<file path="src/rtl/writeback_unit.sv">
// writeback_unit: buffered register-file write-back stage with ALU/load arbitration, load formatting and x0 filtering
// Ports:
//   clk, rst                            clock and asynchronous active-high reset
//   alu_valid/alu_ready/alu_rd/alu_data ALU result handshake (yields to loads)
//   ld_valid/ld_ready/ld_rd/ld_data     load result handshake (fixed priority)
//   ld_funct3, ld_addr_lo               load type and byte offset used for alignment/extension
//   wb_stall                            holds the queue head while high
//   WE3/AD3/WD3                         registered register-file write port
//   busy, count                         queue non-empty flag and occupancy
module writeback_unit #(
    parameter int WIDTH     = 5,
    parameter int DATAWIDTH = 32,
    parameter int DEPTH     = 4
) (
    input  logic                   clk,
    input  logic                   rst,
    input  logic                   alu_valid,
    output logic                   alu_ready,
    input  logic [WIDTH-1:0]       alu_rd,
    input  logic [DATAWIDTH-1:0]   alu_data,
    input  logic                   ld_valid,
    output logic                   ld_ready,
    input  logic [WIDTH-1:0]       ld_rd,
    input  logic [DATAWIDTH-1:0]   ld_data,
    input  logic [2:0]             ld_funct3,
    input  logic [1:0]             ld_addr_lo,
    input  logic                   wb_stall,
    output logic                   WE3,
    output logic [WIDTH-1:0]       AD3,
    output logic [DATAWIDTH-1:0]   WD3,
    output logic                   busy,
    output logic [$clog2(DEPTH):0] count
);
    localparam int AW = $clog2(DEPTH);
    localparam logic [AW:0] FULL = (AW+1)'(DEPTH);

    logic [WIDTH-1:0]     q_rd   [DEPTH];
    logic [DATAWIDTH-1:0] q_data [DEPTH];
    logic [AW-1:0]        wr_ptr, rd_ptr;
    logic                 full, ld_fire, alu_fire, push, pop;
    logic [WIDTH-1:0]     in_rd;
    logic [DATAWIDTH-1:0] in_data, ld_fmt;
    logic [7:0]           ld_byte;
    logic [15:0]          ld_half;

    assign full      = count == FULL;
    assign busy      = count != '0;
    assign ld_ready  = !full;
    assign alu_ready = !full && !ld_valid;
    assign ld_fire   = ld_valid && ld_ready;
    assign alu_fire  = alu_valid && alu_ready;
    assign in_rd     = ld_fire ? ld_rd : alu_rd;
    // x0 transfers complete the handshake but never occupy a slot
    assign push      = (ld_fire || alu_fire) && in_rd != '0;
    assign pop       = !wb_stall && busy;
    assign ld_byte   = ld_data[{ld_addr_lo, 3'b000} +: 8];
    assign ld_half   = ld_data[{ld_addr_lo[1], 4'b0000} +: 16];
    assign in_data   = ld_fire ? ld_fmt : alu_data;

    // LW and undefined funct3 values pass the word through unchanged
    always_comb begin
        ld_fmt = ld_funct3 == 3'b000 ? {{(DATAWIDTH-8){ld_byte[7]}}, ld_byte}
               : ld_funct3 == 3'b001 ? {{(DATAWIDTH-16){ld_half[15]}}, ld_half}
               : ld_funct3 == 3'b100 ? {{(DATAWIDTH-8){1'b0}}, ld_byte}
               : ld_funct3 == 3'b101 ? {{(DATAWIDTH-16){1'b0}}, ld_half}
               : ld_data;
    end

    always_ff @(posedge clk) begin
        if (push) begin
            q_rd[wr_ptr]   <= in_rd;
            q_data[wr_ptr] <= in_data;
        end
    end

    always_ff @(posedge clk or posedge rst) begin
        if (rst) begin
            wr_ptr <= '0;
            rd_ptr <= '0;
            count  <= '0;
            WE3    <= 1'b0;
            AD3    <= '0;
            WD3    <= '0;
        end else begin
            if (push) wr_ptr <= wr_ptr + AW'(1);
            if (pop) rd_ptr <= rd_ptr + AW'(1);
            count <= count + (AW+1)'(push) - (AW+1)'(pop);
            WE3   <= pop;
            if (pop) begin
                AD3 <= q_rd[rd_ptr];
                WD3 <= q_data[rd_ptr];
            end
        end
    end
endmodule

</file>
<file path="config.mk">
export PLATFORM = sky130hd
export DESIGN_NAME = writeback_unit
export DESIGN_NICKNAME = d
export VERILOG_FILES = /design/src/rtl/writeback_unit.sv
export SDC_FILE = /design/constraint.sdc
export NUM_CORES = 1
export LEC_CHECK = 0
export ABC_AREA = 1
export BUFFER_PORTS_ARGS = -buffer_cell sky130_fd_sc_hd__buf_4
export CORE_MARGIN = 4
export CORE_UTILIZATION = 55
export CTS_CLUSTER_DIAMETER = 40
export DETAILED_ROUTE_END_ITERATION = 10
export PLACE_DENSITY = 0.84
export SETUP_SLACK_MARGIN = 0.1
export SYNTH_ARGS = -nofsm -noshare
export SYNTH_HDL_FRONTEND = slang
export SYNTH_SLANG_ARGS = --single-unit
</file>
<file path="constraint.sdc">
create_clock -name clk -period 3.7 [get_ports clk]
set_clock_uncertainty 0.2 [all_clocks]
set_input_delay 0.555 -clock clk [delete_from_list [all_inputs] [get_ports clk]]
set_output_delay 0.555 -clock clk [all_outputs]
set_load 0.005 [all_outputs]
</file>
==> metrics.cfg <==
[setup_path]
path_class=reg -> reg
cp_cell_sequence=nor2_4 -> nand2_4 -> nand2_4 -> nand2_1 -> nand2_1 -> nand2_1 -> o21bai_4 -> ha_1 -> inv_1 -> ha_1 -> fa_1 -> xor2_1
slowest_delay_ps=440
crit_required_ps=3810
worst_path_max_delay_cell=dfrtp_1
crit_top_cell=nand2_1
crit_buf_inv=1
cp_top_family=adder cells
r2r-start=count[1]$_DFF_PP0_
endpoint_kind=register
cp_max_fo=23
worstPathArrival_ps=3020
crit_start=count[1]$_DFF_PP0_
start_kind=register

[placed_design]
hpwl_microns=13850
portBuffers=127
place_congestion=0.9687

[synthesis]
syn_inst=798
syn-cell-area_sq_um=8411
post-synth-top-count-cell=nor2_1
avgSynthCellArea_sq_um=10.54
synthFlopType=edfxtp_1
ys_ff_latch=193
yosys_warnings=0
async_reset_ff_frac=0.2332
synth_seq_area_share=0.6623
synth_top_area_cell=edfxtp_1
yosysUniqueCellTypes=33
synth_top_area_frac=0.5284
synth_common_cells=228 x nor2_1, 148 x edfxtp_1, 91 x o21ai_0, 63 x nand2_1, 45 x dfrtp_1
synth_edf_count=148
synth.net_count=889
synth_top_cells_by_area=edfxtp_1 53%, dfrtp_1 13%, nor2_1 10%, o21ai_0 5.4%, nand2_1 2.8%

[power_and_ir_drop]
power.total_uw=8015
internal-power_uw=5202
clkPwrFrac=0.209
leakage_uw=0.003913
p_sw_frac=0.3510
vdd_drop_max_mv=0.3752
pwr-share-seq=0.445
power.density_nw_per_um2=794.3
combinationalPowerShare=0.346
p_sw_uw=2813

[timing]
hold_viol=0
worst_pin_slew_ps=1096
timing.final.crit_share=0.7854
period_needed_ps=2906
rsz0062_at_grt=no
drv_slew=0
setup_viol=0
fmax_mhz=344.1
finalSetupTns_ps=0
relSlewSlack=0.2685

[clocking]
root_buffer=clkbuf_16
clk_latency_ps=430
cts_buffers=17
cts_sinks=193
cts_buffer_depth=2
clk_pin_slew_ps=70
cts_tree=built
clock_tree.htree_level_count=4
postCtsHoldBufs=0
post_cts_buffers=0
cts_resized=0

[route]
first_pass_iters=6
post_drt_wl_per_cell_microns=19.50
drc=0
dr_total_vias=6410
vias_per_cell=5.801
drtIter0Drc=707
postRouteAntennaNets=0
drt-total-wl_microns=21550

[grt]
antenna_found_initial=0
grt_start_max_net_pins=78
grt_usage=0.2474
grt_overflow=0
grt_first_pass_wirelength_microns=32930
grt_pass1_vias=6367

[die]
fp-row-count=44
core_sq_um=14750
fp.dieW_microns=131.7
dieArea_sq_um=17330
pin_count=128
start_util=0.5700
die_y_microns=131.7

[cells_and_area]
nets=1000
syn_to_final_growth_pct=19.98
final_core_util=0.6839
drive_gt1_frac=0.2096
n_antenna_cell=0
fillers=1062

[job]
cap_violations=0

[status]
status=finished, final reports clean

[worst_hold_path]
hold_class=in -> async

final timing paths:
path / to / slack, ps / cells after the start
worst min register to register: AD3[2]$_DFFE_PP0P_ / 330 / 2
max in group asynchronous: WD3[28]$_DFFE_PP0P_ / 2500 / 3
worst max register to register: count[2]$_DFF_PP0_ / 790 / 12
worst min-delay path: AD3[3]$_DFFE_PP0P_ / 110 / 2
min in group clk: q_data[2][1]$_DFFE_PP_ / 320 / 3
worst max-delay path: count[2]$_DFF_PP0_ / 790 / 12
stage by stage:
step                instance area (sq um)  hold WS, ps  std cells  worst slack (ps)
detailed placement                   9563        321.3       1074             804.2
finish                              10090        114.7       1105             794.1
global route                        10090        192.8       1105             601.0
global placement                     9563        313.5       1074             889.0
floorplan                            8411        292.3        798             334.1
CTS                                 10090        143.7       1105             776.7
cell type report:
class / count / area, sq um / area share
Clock buffer: 20 / 436.7 / 0.04327
Multi-Input combinational cell: 521 / 2527 / 0.2505
Sequential cell: 193 / 5572 / 0.5521
Tap cell: 184 / 230.2 / 0.02281
Clock inverter: 11 / 91.34 / 0.009051
Timing Repair Buffer: 139 / 1094 / 0.1084
Inverter: 37 / 140.1 / 0.01389
layout by cell type, fill, tap and decap left out, types with 6 or more instances in the layout:
cell         n
o211ai_1     7
inv_1       31
nor2_4       6
nand2_1     63
dfrtp_1     44
edfxtp_1   148
clkbuf_16   17
buf_4      135
a21oi_1     43
nor2_1     224
a31oi_1     37
o22ai_1      7
o21ai_0     91
ha_1         6
or2_2        8
o2111ai_1    7
layer usage:
layer,GRT usage,part of all wire,vias to the layer above
met5,0,0,-
met4,0.1173,0.039,0
met3,0.06040,0.092,69
met2,0.4246,0.50,370
met1,0.2949,0.37,2992
li1,-,-,2979
cells by family after synthesis:
logic type,Yosys count,synth area share
flops,193,0.6623
simple gates,311,0.1471
buf+inv,84,0.04210
compound gates,199,0.1330
fa+ha+maj,7,0.01131
xor+xnor,4,0.004166
state kept, by name (all words and copies together) (netlist names):
signal	cells
rd_ptr	2
q_data	128
AD3	5
count	3
WE3	1
wr_ptr	2
WD3	32
q_rd	20
power by group through the flow:
| stage | clock, uW | sequential [uW] | combinational (uW) |
|---|---|---|---|
| floorplan | 0 | 3560 | 1630 |
| global placement | 0 | 3570 | 2660 |
| detailed placement | 0 | 3600 | 2760 |
| CTS | 1680 | 3560 | 2790 |
| global route | 1780 | 3620 | 3080 |
| finish | 1680 | 3560 | 2780 |
(Power assumes the default switching activity.)
